<file path="config.mk">
export PLATFORM = sky130hd
export DESIGN_NAME = bip_result_tx
export DESIGN_NICKNAME = d
export VERILOG_FILES = /design/src/rtl/bip_result_tx_pkg.sv /design/src/rtl/bip_result_tx_sat_counter.sv /design/src/rtl/bip_result_tx.sv
export SDC_FILE = /design/constraint.sdc
export NUM_CORES = 1
export LEC_CHECK = 0
export CAP_MARGIN = 5
export CORE_ASPECT_RATIO = 1.4
export CORE_MARGIN = 5
export CORE_UTILIZATION = 50
export CTS_CLUSTER_DIAMETER = 30
export DETAILED_ROUTE_END_ITERATION = 10
export PLACE_DENSITY = 0.76
export SYNTH_ARGS = -nofsm -noshare
export SYNTH_HDL_FRONTEND = slang
export SYNTH_HIERARCHICAL = 1
export SYNTH_SLANG_ARGS = --single-unit
</file>
<file path="constraint.sdc">
create_clock -name i_clk -period 2 [get_ports i_clk]
set_clock_uncertainty 0.15 [all_clocks]
set_input_delay 0.4 -clock i_clk [delete_from_list [all_inputs] [get_ports i_clk]]
set_output_delay 0.4 -clock i_clk [all_outputs]
set_load 0.02 [all_outputs]
</file>
<file path="src/rtl/bip_result_tx_pkg.sv">
// Shared BIP definitions: datapath/UART widths, result-frame constants and
// the encoding of the result transmitter's state machine.
package bip_result_tx_pkg;

  localparam int BIP_DATA_WIDTH     = 16;
  localparam int BIP_UART_DATA_SIZE = 8;
  localparam int BIP_NB_PC          = 11;
  localparam int BIP_NB_CYC         = 16;

  localparam logic [7:0] BIP_HEADER = 8'hA5;
  localparam int         FRAME_LEN  = 7;
  localparam logic [2:0] LAST_IDX   = 3'(FRAME_LEN - 1);

  typedef enum logic [2:0] {
    ST_RUN,
    ST_LOAD,
    ST_SEND,
    ST_WAIT,
    ST_DONE
  } state_t;

endpackage

</file>
<file path="src/rtl/bip_result_tx_sat_counter.sv">
// Free-running cycle counter that sticks at its maximum value instead of
// wrapping; clear has priority over enable.
module sat_counter #(
  parameter int NB_CYC = 16
) (
  input  logic              clk,
  input  logic              enable,
  input  logic              clear,
  output logic [NB_CYC-1:0] count
);

  always_ff @(posedge clk) begin
    if (clear) begin
      count <= '0;
    end else if (enable && (count != '1)) begin
      count <= count + NB_CYC'(1);
    end
  end

endmodule

</file>
<file path="src/rtl/bip_result_tx.sv">
// Runs the BIP CPU until it halts, snapshots PC/ACC/cycle count, then streams
// a 7-byte result frame to the UART transmitter one byte per handshake.
module bip_result_tx
  import bip_result_tx_pkg::*;
#(
  parameter int         DATA_WIDTH     = BIP_DATA_WIDTH,
  parameter int         UART_DATA_SIZE = BIP_UART_DATA_SIZE,
  parameter int         NB_PC          = BIP_NB_PC,
  parameter int         NB_CYC         = BIP_NB_CYC,
  parameter logic [7:0] HEADER         = BIP_HEADER
) (
  input  logic                      i_clk,
  input  logic                      i_rst,
  input  logic                      i_halt,
  input  logic [NB_PC-1:0]          i_pc,
  input  logic [DATA_WIDTH-1:0]     i_acc,
  input  logic                      i_tx_done,
  output logic                      o_tx_start,
  output logic [UART_DATA_SIZE-1:0] o_tx_data,
  output logic                      o_cpu_en,
  output logic                      o_busy
);

  state_t state, state_next;

  logic [2:0]                byte_idx;
  logic [2:0]                idx_next;
  logic [NB_PC-1:0]          snap_pc;
  logic [DATA_WIDTH-1:0]     snap_acc;
  logic [NB_CYC-1:0]         snap_cyc;
  logic [NB_CYC-1:0]         cyc_count;
  logic [UART_DATA_SIZE-1:0] tx_data_q;
  logic [15:0]               pc16, acc16, cyc16;
  logic [7:0]                next_byte;
  logic                      cnt_en, halt_now, done_now, last_byte;

  assign cnt_en    = (state == ST_RUN);
  assign halt_now  = (state == ST_RUN) && i_halt;
  assign done_now  = (state == ST_WAIT) && i_tx_done;
  assign last_byte = (byte_idx == LAST_IDX);
  assign idx_next  = byte_idx + 3'd1;

  sat_counter #(
    .NB_CYC(NB_CYC)
  ) u_cyc_counter (
    .clk   (i_clk),
    .enable(cnt_en),
    .clear (i_rst),
    .count (cyc_count)
  );

  always_ff @(posedge i_clk) begin
    if (i_rst) begin
      state <= ST_RUN;
    end else begin
      state <= state_next;
    end
  end

  // Outputs are gated by reset so an in-flight frame stops in the reset cycle itself.
  always_comb begin
    state_next = state;
    o_tx_start = 1'b0;
    o_busy     = 1'b0;
    o_cpu_en   = 1'b0;
    unique case (state)
      ST_RUN: begin
        o_cpu_en = !i_halt && !i_rst;
        if (i_halt) state_next = ST_LOAD;
      end
      ST_LOAD: begin
        o_busy     = !i_rst;
        state_next = ST_SEND;
      end
      ST_SEND: begin
        o_busy     = !i_rst;
        o_tx_start = !i_rst;
        state_next = ST_WAIT;
      end
      ST_WAIT: begin
        o_busy = !i_rst;
        if (i_tx_done) state_next = last_byte ? ST_DONE : ST_LOAD;
      end
      ST_DONE: state_next = ST_DONE;
      default: state_next = ST_RUN;
    endcase
  end

  assign pc16  = 16'(snap_pc);
  assign acc16 = 16'(snap_acc);
  assign cyc16 = 16'(snap_cyc);

  always_comb begin
    next_byte = HEADER;
    unique case (idx_next)
      3'd1:    next_byte = pc16[15:8];
      3'd2:    next_byte = pc16[7:0];
      3'd3:    next_byte = acc16[15:8];
      3'd4:    next_byte = acc16[7:0];
      3'd5:    next_byte = cyc16[15:8];
      3'd6:    next_byte = cyc16[7:0];
      default: next_byte = HEADER;
    endcase
  end

  // The byte register is loaded on entry to LOAD, so it holds through SEND and WAIT.
  always_ff @(posedge i_clk) begin
    if (i_rst) begin
      byte_idx  <= '0;
      snap_pc   <= '0;
      snap_acc  <= '0;
      snap_cyc  <= '0;
      tx_data_q <= '0;
    end else begin
      if (halt_now) begin
        snap_pc   <= i_pc;
        snap_acc  <= i_acc;
        snap_cyc  <= cyc_count;
        tx_data_q <= UART_DATA_SIZE'(HEADER);
      end
      if (done_now && !last_byte) begin
        byte_idx  <= idx_next;
        tx_data_q <= UART_DATA_SIZE'(next_byte);
      end
    end
  end

  assign o_tx_data = tx_data_q;

endmodule

</file>
==> metrics <==
final setup vio count=0; Clk pin slew, worst setup/hold paths=0.08 ns; maximum fanout along the worst path=5; number of synthesized register bits=73; GP Congestion=0.886; outcome=finished clean; Warnings, synthesis=6; Top FF cell, synth=dfxtp_1; CTS Buf Count=9; GRT met2 Usage=35.8%; worst min path class=input port to flop; Worst Setup End Kind=flop; Fin. Hold Viols=0; Netlist Area Pre-Place=3370 µm²; Post-Route Utilization=64.6%; CTS Buffer Depth=2; Global Route met3 Usage=4.20%; Starting DRT DRC Count=191; Nets=498; layout cells sized above 1=17.0%; CP max stage delay=0.34 ns; EDFF count, synth=0; clk sink count=73; critical setup path kind=flop to flop; H-tree levels=3; Final period util=94.5%; area delta synth->final=26.2%; via/cell ratio=5.70; hold buffers post-CTS=0; DR DRC count=0; # Max-Cap Violations=0; worst rel slew slack=57.8%; fmax=0.529 GHz; clk_lat worst skew=0.35 ns; number of global-route vias before repair=2926; number of diodes=0; commonest cells after routing, fill and taps aside=nand2_1, dfxtp_1, a21oi_1; Core Area=6570 µm²; DRT Pass-1 Iters=4; die area=8500 µm²; crit path buf inv count=0; Synth cell types=54; Routed WL=8190 µm; hold_sp=i_rst; Worst Tran Pin Value=0.625 ns; die width=79.3 µm; crit path launch type=flop; Initial Util=51.2%; cells after synthesis=404; crit-path cells=ha_1 -> ha_4 -> mux2_2 -> a221oi_1 -> a211oi_1; Post-CTS Setup Inserts=0; Root Buffer Master=clkbuf_8; gr usage total=20.2%; Routed Antenna Nets=0; Critical Path AT=1.97 ns; Async SR Flop Fraction=0%; placement row count=35; Seq/Total Area, Yosys=43.4%; largest net degree at the start of global routing=45; Pwr Total=3.06 mW; commonest non-fill, non-tap cell in the layout=nand2_1; worst setup margin=0.110 ns; first-pass GRT wire length=13600 µm; Cell Pwr Density=722 nW/µm²; Final min period=1.89 ns; Max VDD drop=0.000297 V; CP startpoint=byte_idx[0]; CTS tree=built; met1 usage=23.4%; Final Max Tran Viols=0; initial antenna violation count=0; synthesized area per cell=8.33 µm²; Top Usage Layer GRT=met2; Pleak=1.47 nW; GRT overflow=0; unrepaired setup endpoints after global routing=no; Port-buffer cells=41; Crit path required time=2.08 ns; I/O pin count=42; family with the most delay on the worst path=adder cells; post-DP HPWL=5930 µm; crit path max-delay cell type=mux2_2; vias=3076; Die Ht=107 µm; routed length per instance=15.2 µm; reg2reg start=byte_idx[0]; worst slack, placed=-0.233 ns; Syn Nets=441
-- Yosys cell counts, drive strengths merged (5+ instances only) --
library cell / number / area share [%]
inv: 8 / 0.89
o31ai: 6 / 1.3
or4: 7 / 1.6
dfxtp: 73 / 43
nor3: 9 / 1.3
clkbuf: 13 / 1.4
a21oi: 55 / 8.2
a222oi: 5 / 1.5
nor2: 9 / 1.0
a211oi: 6 / 1.3
nand2b: 5 / 0.93
nand3b: 8 / 1.8
buf: 18 / 3.6
o21ai: 7 / 1.2
nand2: 100 / 11
ha: 6 / 2.2
nand3: 11 / 1.6
-- repair_timing --
action,CTS,global route
resized for setup,11,15
pin swaps,0,3
endpoints found under the setup margin,5,11
-- state kept, by name, indices dropped and copies added (netlist names) --
name	cells
acc16	16
cyc16	16
u_cyc_counter/count	16
snap_pc	11
o_tx_data	8
byte_idx	3
state	3
-- final cells by class --
class | instances | area, µm²
Clock buffer | 9 | 124
Clock inverter | 7 | 60.1
Fill cell | 564 | 2320
Inverter | 8 | 30.0
Multi-Input combinational cell | 292 | 1780
Sequential cell | 73 | 1460
Tap cell | 74 | 92.6
Timing Repair Buffer | 77 | 702
-- worst min-delay path: stages --
cell and delay [ns]:
buf_2 0.14, nor3_1 0.07, and2_1 0.14
-- worst paths after layout --
path | end | depth (start not counted) | slack, ns
max | o_tx_data[0] | 5 | 0.11
min | state[1] | 3 | 0.29
max reg2reg | o_tx_data[0] | 5 | 0.11
min reg2reg | snap_pc[1] | 2 | 0.31
-- stage by stage --
step                      TNS, ns  area, µm²  cells  hold WS (ns)
final                           0       4250    540         0.294
after global routing            0       4250    540         0.280
after CTS                 -0.0351       4230    540         0.267
after detailed placement    -8.27       4020    524         0.297
after global placement      -7.20       4020    524         0.295
after floorplan                 0       3380    404         0.283
-- per-layer routing --
metal,routed length (µm),up-vias
met4,97,0
met5,0,-
met3,230,8
met2,4320,46
met1,3540,1455
li1,-,1567
-- cell families after synthesis --
kind of cell,synth area share [%]
compound gates,19.6
xor+xnor,0.521
fa+ha+maj,2.23
buf+inv,5.91
flops,43.4
mux,1.60
simple gates,26.8
-- report_power, final --
group          leakage (nW)  internal, mW  switching [mW]
sequential            0.594          1.52          0.0475
clock                0.0848         0.470           0.599
combinational         0.795         0.210           0.221
Power figures use the tool's default switching activity.
==> RTL edit 1, RTL diff (same flow settings) <==
Add an input register stage for `i_halt`, `i_pc`, `i_acc` and `i_tx_done`; this delays them by one clock.
--- a/src/rtl/bip_result_tx.sv
+++ b/src/rtl/bip_result_tx.sv
@@ -22,4 +22,16 @@
 );
 
+  logic i_halt_q;
+  logic [NB_PC-1:0] i_pc_q;
+  logic [DATA_WIDTH-1:0] i_acc_q;
+  logic i_tx_done_q;
+
+  always_ff @(posedge i_clk) begin
+    i_halt_q    <= i_halt;
+    i_pc_q      <= i_pc;
+    i_acc_q     <= i_acc;
+    i_tx_done_q <= i_tx_done;
+  end
+
   state_t state, state_next;
 
@@ -36,6 +48,6 @@
 
   assign cnt_en    = (state == ST_RUN);
-  assign halt_now  = (state == ST_RUN) && i_halt;
-  assign done_now  = (state == ST_WAIT) && i_tx_done;
+  assign halt_now  = (state == ST_RUN) && i_halt_q;
+  assign done_now  = (state == ST_WAIT) && i_tx_done_q;
   assign last_byte = (byte_idx == LAST_IDX);
   assign idx_next  = byte_idx + 3'd1;
@@ -66,6 +78,6 @@
     unique case (state)
       ST_RUN: begin
-        o_cpu_en = !i_halt && !i_rst;
-        if (i_halt) state_next = ST_LOAD;
+        o_cpu_en = !i_halt_q && !i_rst;
+        if (i_halt_q) state_next = ST_LOAD;
       end
       ST_LOAD: begin
@@ -80,5 +92,5 @@
       ST_WAIT: begin
         o_busy = !i_rst;
-        if (i_tx_done) state_next = last_byte ? ST_DONE : ST_LOAD;
+        if (i_tx_done_q) state_next = last_byte ? ST_DONE : ST_LOAD;
       end
       ST_DONE: state_next = ST_DONE;
@@ -114,6 +126,6 @@
     end else begin
       if (halt_now) begin
-        snap_pc   <= i_pc;
-        snap_acc  <= i_acc;
+        snap_pc   <= i_pc_q;
+        snap_acc  <= i_acc_q;
         snap_cyc  <= cyc_count;
         tx_data_q <= UART_DATA_SIZE'(HEADER);
Function: changed (a bounded check fails within 4 cycles, from zero or initial values and one cycle with i_rst high).
==> RTL edit 1 against the original RTL <==
Worst setup slack worse by 55 ps. Via count is 4.2% higher. Critical path type is now register to output port. Cell area grew 10%. Synthesized area is 13% higher. Largest cell class is now flip-flops and latches. Total power is 29% higher. Maximum frequency shrank 2.8%. Sequential cell count is 29 higher. Highest routed layer unchanged. Critical endpoint is now o_tx_start. Wire length rose by 4.3%.
==> RTL edit 1: results (changes against the original RTL) <==
[metrics] run status: complete, no violations (unchanged)
[metrics] met2 GRT Util: 0.3229 (was 0.3584)
[metrics] Synth Area in Adders: 0.01975 (was 0.02230)
[metrics] M1 GR Usage: 0.2184 (was 0.2340)
[metrics] net count of the finished layout: 512 (was 498)
[metrics] global-route wire length before repair: 14280 µm (was 13620 µm)
[metrics] Switching Power: 0.9382 mW (was 0.8670 mW)
[metrics] detailed-routing wirelength on met1: 3556 µm (was 3540 µm)
[metrics] Worst slew margin: 0.5025 (was 0.5776)
[metrics] global-route track usage on met3: 0.03423 (was 0.04202)
[metrics] timing startpoint of the critical path: state[2] (was byte_idx[0])
[metrics] Routed met3 length: 312 µm (was 230 µm)
[metrics] Design Power: 3.942 mW (was 3.065 mW)
[metrics] GRT Resource Usage Total: 0.1853 (was 0.2024)
[metrics] worst-path cell with the longest stage delay: dfxtp_1 (was mux2_2)
[metrics] most common library cells after synthesis: dfxtp_1, nand2_1, a21oi_1, nor2_1, clkbuf_1 (was nand2_1, dfxtp_1, a21oi_1, clkbuf_1, nand3_1)
[metrics] portion of the post-synthesis area used by sequential elements: 0.5372 (was 0.4342)
[metrics] proportion of layout cells with a drive suffix above 1: 0.1271 (was 0.1695)
[metrics] Area contributors post-synth: dfxtp_1, nand2_1, a21oi_1 (unchanged)
[metrics] reported clock group power: 1.36 mW (was 1.07 mW)
[metrics] Pre-Repair DR Iteration Count: 5 (was 4)
[metrics] cell class contributing the biggest share of worst-path delay: flip-flops (was adder cells)
[metrics] worst hold margin: 271.5 ps (was 293.8 ps)
[metrics] post-synthesis share of cell area spent on xor and xnor gates: 0.006912 (was 0.005204)
[metrics] via count of the first global-routing pass: 3077 (was 2926)
## RTL edit 1: logic make-up (layout without fill, tap and decap cells)
logic type	Yosys count	after routing
AO/OA/AOI/OAI	103	103
XOR/XNOR	3	3
adder cells (fa/ha/maj)	6	6
buffers and inverters	34	92
flip-flops	102	102
multiplexers	3	3
AND/OR/NAND/NOR	171	171
## RTL edit 1: cell type report
cell class | count | area [µm²]
fillers | 621 | 2718
flip-flops and latches | 102 | 2044
multi-input cells | 286 | 1653
repair buffers | 68 | 628.1
clock buffers | 9 | 123.9
well taps | 97 | 121.4
clock inverters | 7 | 88.84
inverters | 8 | 30.03
## RTL edit 1: metrics by stage
stage | instances | worst slack, ps
2_1_floorplan | 422 | 107.3
3_3_place_gp | 561 | 36.63
3_5_place_dp | 561 | -18.06
4_1_cts | 577 | 1.133
5_1_grt | 577 | -10.01
6_report | 577 | 54.75
## RTL edit 1: timing repair
action / CTS / global route
pin swaps: 0 / 1
gates resized for setup: 8 / 8
setup endpoints to repair: 5 / 10
==> RTL edit 2, RTL diff (config.mk and constraints unchanged) <==
Without the edit above. The package constant `BIP_NB_PC` goes from 11 to 22.
--- a/src/rtl/bip_result_tx_pkg.sv
+++ b/src/rtl/bip_result_tx_pkg.sv
@@ -5,5 +5,5 @@
   localparam int BIP_DATA_WIDTH     = 16;
   localparam int BIP_UART_DATA_SIZE = 8;
-  localparam int BIP_NB_PC          = 11;
+  localparam int BIP_NB_PC          = 22;
   localparam int BIP_NB_CYC         = 16;
 
Ports: changed (resized i_pc); port bits go from 42 to 53. No check against the original RTL was run, so the function may have changed too.
==> RTL edit 2 against the original RTL <==
Non-clock buffer count grew 2. Combinational power rose by 12%. Clock power rose by 11%. Maximum frequency is 0.93% lower. Total power grew 9.1%. Worst setup slack got worse by 18 ps. Cell area rose by 4.2%. Wire length grew 1.3%. Synthesized area increased by 1.3%. Die area rose by 1.2%. Sequential cell count rose by 5. Critical path type is now register to output port. Highest routed layer unchanged.
==> RTL edit 2: results (changes against the original RTL) <==
[metrics] run status: complete, no violations (unchanged)
[metrics] Area contributors post-synth: dfxtp_1, nand2_1, a21oi_1 (unchanged)
[metrics] timing startpoint of the critical path: state[2] (was byte_idx[0])
[metrics] worst supply voltage drop on vdd: 0.4342 mV (was 0.2974 mV)
[metrics] biggest cell delay along the critical path: 360 ps (was 340 ps)
[metrics] met2 GRT Util: 0.3477 (was 0.3584)
[metrics] placed instance count: 559 (was 524)
[metrics] register-to-register setup slack: 90 ps (was 110 ps)
[metrics] worst slack at placement: -227.9 ps (was -233.5 ps)
[metrics] net count of the finished layout: 526 (was 498)
[metrics] via count of the first global-routing pass: 3013 (was 2926)
[metrics] global-route track usage on met3: 0.04104 (was 0.04202)
[metrics] M1 GR Usage: 0.2385 (was 0.2340)
[metrics] most common library cells after synthesis: nand2_1, dfxtp_1, a21oi_1, clkbuf_1, nor2_1 (was nand2_1, dfxtp_1, a21oi_1, clkbuf_1, nand3_1)
[metrics] final HPWL from detailed placement: 5707 µm (was 5929 µm)
[metrics] GRT Resource Usage Total: 0.1995 (was 0.2024)
[metrics] worst hold margin: 273.2 ps (was 293.8 ps)
[metrics] detailed-routing wirelength on met1: 3425 µm (was 3540 µm)
[metrics] Port Buffer Count: 46 (was 41)
[metrics] maximum number of pins on one net before global-route repair: 49 (was 45)
[metrics] area fraction in compound gates after synthesis: 0.2158 (was 0.1955)
[metrics] post-synthesis share of cell area spent on xor and xnor gates: 0.007706 (was 0.005204)
[metrics] Worst slew margin: 0.5634 (was 0.5776)
[metrics] portion of the post-synthesis area used by sequential elements: 0.4580 (was 0.4342)
[metrics] Worst R2R Path Depth: 7 (was 5)
[metrics] r2r endpoint: o_tx_data[5] (was o_tx_data[0])
[metrics] Routed met3 length: 360 µm (was 230 µm)
[metrics] crit path setup slack, layout: 91.76 ps (was 109.5 ps)
[metrics] weighted congestion at the end of routability-driven global placement: 0.8868 (was 0.8860)
[metrics] proportion of layout cells with a drive suffix above 1: 0.1573 (was 0.1695)
[metrics] post-synthesis average cell area: 8.157 µm² (was 8.331 µm²)
[metrics] Synth Area in Adders: 0.02202 (was 0.02230)
[RTL edit 2: cell types whose count changed in the layout (fill, tap and decap cells not counted), moves of 5 or more]
| cell | change |
|---|---|
| nand2_1 | +6 |
| nor2_1 | +7 |
| a21oi_1 | +21 |
| nand3b_1 | -7 |
| clkdlybuf4s50_1 | +5 |
[RTL edit 2: worst reg2reg max path, delay by kind of cell, from the launching register on]
kind | cells | cell delay, ps
compound gates | 4 | 640
fa+ha+maj | 2 | 480
flops | 1 | 360
buf+inv | 1 | 140
[RTL edit 2: power by group]
part           leakage, nW  total [mW]  internal, mW  switching (mW)
registers            0.636        1.67          1.62          0.0480
logic                0.827       0.482         0.223           0.259
clock network        0.103        1.19         0.617           0.572
[RTL edit 2: cell type report]
type	instances	area [µm²]	share of cell area
multi-input combinational	304	1794	0.4055
timing repair buffer	79	721.9	0.1632
clock buffer	10	137.6	0.03111
inverter	6	22.52	0.005091
clock inverter	6	68.82	0.01555
tap	92	115.1	0.02602
sequential	78	1564	0.3535
